**config.mk**
```make
export PLATFORM = sky130hd
export DESIGN_NAME = serial_bit_comparator
export DESIGN_NICKNAME = d
export VERILOG_FILES = /design/src/rtl/serial_cmp_pkg.sv /design/src/rtl/bit_equal_cell.sv /design/src/rtl/serial_bit_comparator.sv
export SDC_FILE = /design/constraint.sdc
export NUM_CORES = 1
export LEC_CHECK = 0
export ABC_AREA = 0
export CAP_MARGIN = 20
export CORE_MARGIN = 5
export CORE_UTILIZATION = 51
export CTS_CLUSTER_DIAMETER = 120
export DETAILED_ROUTE_END_ITERATION = 8
export GPL_ROUTABILITY_DRIVEN = 0
export PLACE_DENSITY = 0.85
export SKIP_LAST_GASP = 1
export SYNTH_ARGS = -nofsm -noshare
export SYNTH_HDL_FRONTEND = slang
export SYNTH_SLANG_ARGS = --single-unit
```
**constraint.sdc**
```tcl
create_clock -name clk -period 4.6 [get_ports clk]
set_input_delay 0.92 -clock clk [delete_from_list [all_inputs] [get_ports clk]]
set_output_delay 0.92 -clock clk [all_outputs]
set_load 0.005 [all_outputs]
```
**src/rtl/serial_cmp_pkg.sv**
```systemverilog
// Shared types and sizing helpers for the serial bit comparator.
package serial_cmp_pkg;

  localparam int unsigned DEFAULT_MAX_LEN = 16;

  typedef enum logic {ACCUM, HOLD} cmp_state_t;

  function automatic int unsigned cnt_w(input int unsigned max_len);
    return $clog2(max_len + 1);
  endfunction

endpackage

```
**src/rtl/bit_equal_cell.sv**
```systemverilog
// Single-bit equality: eq is 1 when both input bits agree.
module bit_equal_cell (
  input  logic a,
  input  logic b,
  output logic eq
);

  assign eq = a ~^ b;

endmodule

```
**src/rtl/serial_bit_comparator.sv**
```systemverilog
// Counts matching beats of two serial bitstreams per frame and holds the result on a
// valid/ready port. SERIAL_CMP_FIRST_MISMATCH_EN adds out_first_mm (first mismatch index).
module serial_bit_comparator
  import serial_cmp_pkg::*;
#(
  parameter int unsigned MAX_LEN = DEFAULT_MAX_LEN,
  localparam int unsigned CNT_W  = cnt_w(MAX_LEN)
) (
  input  logic             clk,
  input  logic             rst,
  input  logic             in_valid,
  output logic             in_ready,
  input  logic             in_a,
  input  logic             in_b,
  input  logic             in_last,
  output logic             out_valid,
  input  logic             out_ready,
  output logic [CNT_W-1:0] out_count,
  output logic [CNT_W-1:0] out_len,
  output logic             out_equal,
  output logic             out_trunc
`ifdef SERIAL_CMP_FIRST_MISMATCH_EN
  ,
  output logic [CNT_W-1:0] out_first_mm
`endif
);

  cmp_state_t       r_state;
  cmp_state_t       w_state_nxt;
  logic             r_in_ready;
  logic             r_out_valid;
  logic [CNT_W-1:0] r_len;
  logic [CNT_W-1:0] r_cnt;
  logic [CNT_W-1:0] r_out_count;
  logic [CNT_W-1:0] r_out_len;
  logic             r_out_equal;
  logic             r_out_trunc;
  logic [CNT_W-1:0] w_len_nxt;
  logic [CNT_W-1:0] w_cnt_nxt;
  logic             w_accept;
  logic             w_close;
  logic             w_eq;

  bit_equal_cell u_eq (
    .a  (in_a),
    .b  (in_b),
    .eq (w_eq)
  );

  // Next-state and accumulator update; a frame closes on in_last or at MAX_LEN beats.
  always_comb begin
    w_state_nxt = r_state;
    w_accept    = 1'b0;
    w_close     = 1'b0;
    w_len_nxt   = r_len;
    w_cnt_nxt   = r_cnt;
    case (r_state)
      ACCUM: begin
        if (in_valid) begin
          w_accept  = 1'b1;
          w_len_nxt = r_len + CNT_W'(1);
          w_cnt_nxt = r_cnt + CNT_W'(w_eq);
          if (in_last || (w_len_nxt == CNT_W'(MAX_LEN))) begin
            w_close     = 1'b1;
            w_state_nxt = HOLD;
          end
        end
      end
      HOLD: begin
        if (out_ready) begin
          w_state_nxt = ACCUM;
        end
      end
      default: w_state_nxt = ACCUM;
    endcase
  end

  always_ff @(posedge clk) begin
    if (rst) begin
      r_state     <= ACCUM;
      r_in_ready  <= 1'b1;
      r_out_valid <= 1'b0;
      r_len       <= '0;
      r_cnt       <= '0;
      r_out_count <= '0;
      r_out_len   <= '0;
      r_out_equal <= 1'b0;
      r_out_trunc <= 1'b0;
    end else begin
      r_state     <= w_state_nxt;
      r_in_ready  <= (w_state_nxt == ACCUM);
      r_out_valid <= (w_state_nxt == HOLD);
      if (w_close) begin
        r_out_count <= w_cnt_nxt;
        r_out_len   <= w_len_nxt;
        r_out_equal <= (w_cnt_nxt == w_len_nxt);
        r_out_trunc <= ~in_last;
        r_len       <= '0;
        r_cnt       <= '0;
      end else if (w_accept) begin
        r_len <= w_len_nxt;
        r_cnt <= w_cnt_nxt;
      end
    end
  end

`ifdef SERIAL_CMP_FIRST_MISMATCH_EN
  // MAX_LEN in r_first_mm means no mismatch seen yet in the current frame.
  logic [CNT_W-1:0] r_first_mm;
  logic [CNT_W-1:0] r_out_first_mm;
  logic [CNT_W-1:0] w_first_nxt;

  always_comb begin
    w_first_nxt = r_first_mm;
    if (w_accept && !w_eq && (r_first_mm == CNT_W'(MAX_LEN))) begin
      w_first_nxt = r_len;
    end
  end

  always_ff @(posedge clk) begin
    if (rst) begin
      r_first_mm     <= CNT_W'(MAX_LEN);
      r_out_first_mm <= '0;
    end else if (w_close) begin
      r_out_first_mm <= w_first_nxt;
      r_first_mm     <= CNT_W'(MAX_LEN);
    end else if (w_accept) begin
      r_first_mm <= w_first_nxt;
    end
  end

  assign out_first_mm = r_out_first_mm;
`endif

  assign in_ready  = r_in_ready;
  assign out_valid = r_out_valid;
  assign out_count = r_out_count;
  assign out_len   = r_out_len;
  assign out_equal = r_out_equal;
  assign out_trunc = r_out_trunc;

  a_known_bits : assert property (@(posedge clk) disable iff (rst)
    (in_valid && r_in_ready) |-> !$isunknown({in_a, in_b}));

endmodule

```
### Word level (Yosys, flattened, before mapping)

Index checks and enable logic that the tools add are counted.

* flip-flop bits (word level): 24
* logic and storage cells: 29

* $add $sub $neg: 2
* equality and inequality tests: 2
* multiplexer cells: 11
* bitwise gates (word level): 4
* reductions and logical operators: 2

Operator list (count)
* 5-bit 2-to-1 mux: 4
* 1-bit 2-to-1 mux: 6
* 5-bit by 1-bit adder with 5-bit output: 1
* 5-bit by 1-bit adder with 5-bit output (second input constant): 1
* 5-bit == test: 1
* 5-bit == test (second input constant): 1
* 1-bit NOT: 3
* 1-bit one-hot mux with 2 select lines: 1
* 2-bit OR reduction: 1
* 1-bit logical OR: 1
* 1-bit XNOR: 1

### Depth between registers and ports, before layout

* depth after elaboration: 7
* depth in mapped cells: 8
* gate-level depth less buffers: 8

### Modules after synthesis

Synthesis repeated with hierarchy kept, for this count alone.

* cells, all modules: 121
* area, all modules: 1192.4 µm²

Modules (own cells, without submodules)
* serial_bit_comparator: instances 1, cells each 120, area each 1183.6 µm², seq. area each 480.5 µm²
* bit_equal_cell: instances 1, cells each 1, area each 8.8 µm², seq. area each 0.0 µm²

### Least setup slack after synthesis

OpenSTA, ideal clock, no wires.

* path type: input-to-reg
* from: input port in_b
* to: register r_out_equal, in the netlist out_equal
* arrival: 2256 ps
* setup slack: 2228 ps
* stages: 8
* buffers on the path: 0
* path through: xnor2_1 ha_1 ha_1 nand2_1 o21a_1 a211oi_1 and3b_2 a31o_1

* cells in the longest elaborated chain, start to end: 5

Ends and longest elaborated chain
* start: declaration: line serial_bit_comparator.sv:14 `input logic in_b,`
* 1-bit XNOR: line bit_equal_cell.sv:8 `assign eq = a ~^ b;`
* 5-bit by 1-bit adder with 5-bit output: line serial_bit_comparator.sv:62 `w_cnt_nxt = r_cnt + CNT_W'(w_eq);`
* 5-bit 2-to-1 mux: line serial_bit_comparator.sv:59 `if (in_valid) begin`
* 5-bit 2-to-1 mux: line serial_bit_comparator.sv:57 `case (r_state)`
* 5-bit == test: line serial_bit_comparator.sv:96 `r_out_equal <= (w_cnt_nxt == w_len_nxt);`
* end signal: assignment: line serial_bit_comparator.sv:96
* end: declaration: line serial_bit_comparator.sv:36 `logic r_out_equal;`

No other way between the ends.
A chain may end at the register's enable or synchronous reset.

### Final worst setup path

* from: input port in_valid
* to: register r_cnt[3]

* cells in the longest elaborated chain, start to end: 3
* elaborated cells on any way between the ends: 7
* classes of those cells: mux: 6; reduce/logical: 1

Ends and longest elaborated chain
* start: declaration: line serial_bit_comparator.sv:11 `input logic in_valid,`
* 1-bit 2-to-1 mux: line serial_bit_comparator.sv:59
* 1-bit 2-to-1 mux: line serial_bit_comparator.sv:57
* 2-bit OR reduction (no source line)
* end signal: assignment: line serial_bit_comparator.sv:102 `r_cnt <= w_cnt_nxt;`
* end: declaration: line serial_bit_comparator.sv:33 `logic [CNT_W-1:0] r_cnt;`

Parallel ways exist; a longest one is shown, timed or not.

==> metrics.md <==
| Metric | Value |
|---|---|
| Antenna violations before repair | `0` |
| Data arrival, critical path | `3130 ps` |
| Post-synth top area cell | `dfxtp_1` |
| Post-synth cell types | `34` |
| Hold Buf Count CTS | `0` |
| Pwr per Cell Area | `307 nW/um2` |
| Logic pwr share | `14.1%` |
| Maxcap violations | `0` |
| Reg2Reg Setup Slack | `1900 ps` |
| Area delta synth->final | `20.5%` |
| Syn Area/Cell | `9.41 um2` |
| Min Tclk post-route | `2910 ps` |
| Via count | `938` |
| I/O Buffers | `20` |
| Slew Viols, Final | `0` |
| Highest Clock Rate | `344 MHz` |
| ANT cells | `0` |
| Clock root cell | `clkbuf_4` |
| Drt wl/cell | `14.6 um` |
| Crit path max-delay cell type | `o31ai_4` |
| Most common library cells after synthesis | `dfxtp_1, nor2_1, nand2_1, xnor2_1` |
| Synthesis Warnings | `0` |
| # nets final | `156` |
| Core Region | `2210 um2` |
| Actual slew at the worst max-slew pin | `925 ps` |
| Die Area | `3390 um2` |
| Gr usage total | `16.2%` |
| Worst-Skew Late Latency | `320 ps` |
| DP Worst Slack | `1360 ps` |
| Async S/R FF share, synth | `0%` |
| Clk_skew | `8.25 ps` |
| Post-CTS Setup Repair Bufs | `0` |
| DRT iter0 DRCs | `9` |
| Post-DR vias/cell | `5.45` |
| Post-synthesis sequential area ratio | `40.5%` |
| # setup viols final | `0` |
| Synth Cell Area | `1190 um2` |
| DRC | `0` |
| GRT overflow | `0` |
| Crit end category | `flip-flop` |
| Clk slew on worst S/H paths | `130 ps` |
| Startpoint class of the critical path | `primary input` |
| Leak | `0.519 nW` |
| Worst setup margin | `1690 ps` |
| Global-route wire length before repair | `4.19 mm` |
| Hold crit path type | `reg -> reg` |
| CTS Sinks | `24` |
| Syn Inst Count | `126` |
| Peak VDD IR | `0.208 mV` |
| IO Count | `21` |
| Relative max-transition margin | `38.4%` |
| Longest Clk Path Bufs | `2` |
| Die height | `58.2 um` |
| Vias in the first global route | `944` |
| Num CTS Buffers | `3` |
| RSZ-0062 raised after global routing | `no` |
| Clock power share | `34.9%` |
| Final-layout fill cell count | `186` |
| Routed wire length | `2.50 mm` |
| H-tree levels | `1` |
| Pin count of the biggest net entering global routing | `20` |
| Share of the synthesized area in the top cell type | `40.5%` |
| Initial core utilization | `53.6%` |
| Final worst path period share | `63.3%` |
| Net switching power | `0.000101 W` |
| Status | `completed` |
| Crit-path cells | `clkdlybuf4s50_1 > nor2b_1 > buf_4 > nand2_1 > o31ai_4 > or2_2 > nor2_1` |
| Critical path class | `in -> reg` |
| Flop pwr share | `50.9%` |
| Crit path max fanout | `19` |
| WP data required | `4820 ps` |
| Antenna-violating nets left | `0` |
| Post_cts resized | `0` |
| Primary FF master, synth | `dfxtp_1` |
| Crit-path max cell delay | `760 ps` |
| Total internal power | `0.000337 W` |
| Synth top area cells | `dfxtp_1, xnor2_1, nor2_1` |
| Share of cells above drive strength 1 | `9.72%` |
| DR pass1 iterations | `4` |
| Final Hold Vio Count | `0` |
| Most frequent cell after synthesis | `dfxtp_1` |
| EDFF count, synth | `0` |
| TritonCTS clock tree | `built` |
| Post-Syn Nets | `137` |
| Net Sw Frac | `23.1%` |
| Setup TNS | `0 ps` |
| Total power | `0.000438 W` |
| DPL Wire Length | `1.71 mm` |
| Rows | `17` |
| Yosys reg bits | `24` |
| Die width | `58.2 um` |
-- sequential cells by signal, indices dropped and copies added, names as in the netlist --
name       flops
out_len        5
in_ready       1
out_equal      1
r_len          5
out_valid      1
r_cnt          5
out_count      5
out_trunc      1
-- logic make-up after synthesis --
family                   count (synthesis)  synth area share [%]
buffers and inverters                   10                  5.38
AND/OR/NAND/NOR                         47                  18.6
multiplexers                             4                  3.38
AO/OA/AOI/OAI                           23                  17.6
XOR/XNOR                                14                  10.3
adder cells (fa/ha/maj)                  4                  4.22
flip-flops                              24                  40.5
-- cell usage in the layout, fill, tap and decap left out, drive strengths merged, types with 4 or more instances in the layout --
cell type,Yosys,layout
mux2i,4,4
clkdlybuf4s50,0,20
a211oi,6,6
xnor2,9,9
nor2,17,17
dfxtp,24,24
nand2,14,14
a21oi,5,5
ha,4,4
xor2,5,5
-- metrics by stage --
step	util, %	cells	hold slack [ps]	area [um2]
global route	64.6	172	504	1430
CTS	64.6	172	488	1430
finish	64.6	172	489	1430
global placement	62.2	168	469	1380
floorplan	-	126	450	1190
detailed placement	62.2	168	469	1380
-- critical path: cells and delay by family --
kind                   cells  cell delay [ps]
AND/OR/NAND/NOR            4              750
AO/OA/AOI/OAI              1              760
buffers and inverters      2              700
-- power groups by stage --
stage | registers, W | logic (W) | clock network [W]
2_1_floorplan | 0.000227 | 0.0000363 | 0
3_3_place_gp | 0.000227 | 0.0000592 | 0
3_5_place_dp | 0.000228 | 0.0000608 | 0
4_1_cts | 0.000223 | 0.0000623 | 0.000156
5_1_grt | 0.000225 | 0.0000673 | 0.000166
6_report | 0.000223 | 0.0000620 | 0.000153
-- final timing paths --
check	cells past startpoint	end	start
setup / recovery	7	r_cnt[3]	in_valid
hold / removal	2	r_cnt[0]	r_cnt[0]
hold reg to reg	2	r_cnt[0]	r_cnt[0]
setup reg to reg	6	r_cnt[3]	r_len[0]
-- layer usage --
| layer | vias to the layer above | global-route usage [%] | wire [um] |
|---|---|---|---|
| li1 | 468 | - | - |
| met1 | 447 | 18.0 | 1040 |
| met2 | 18 | 29.2 | 1350 |
| met3 | 5 | 3.12 | 71 |
| met4 | 0 | 7.62 | 46 |
| met5 | - | 0 | 0 |
-- final cells by class --
cell class              count  area, um2  share of cell area [%]
multi-input cells          92        642                    44.9
clock inverters             1       30.0                    2.10
clock buffers               3       22.5                    1.58
flip-flops and latches     24        480                    33.6
well taps                  28       35.0                    2.45
repair buffers             21        208                    14.5
inverters                   3       11.3                   0.788
Note: power is estimated with default switching activity, not from simulation.
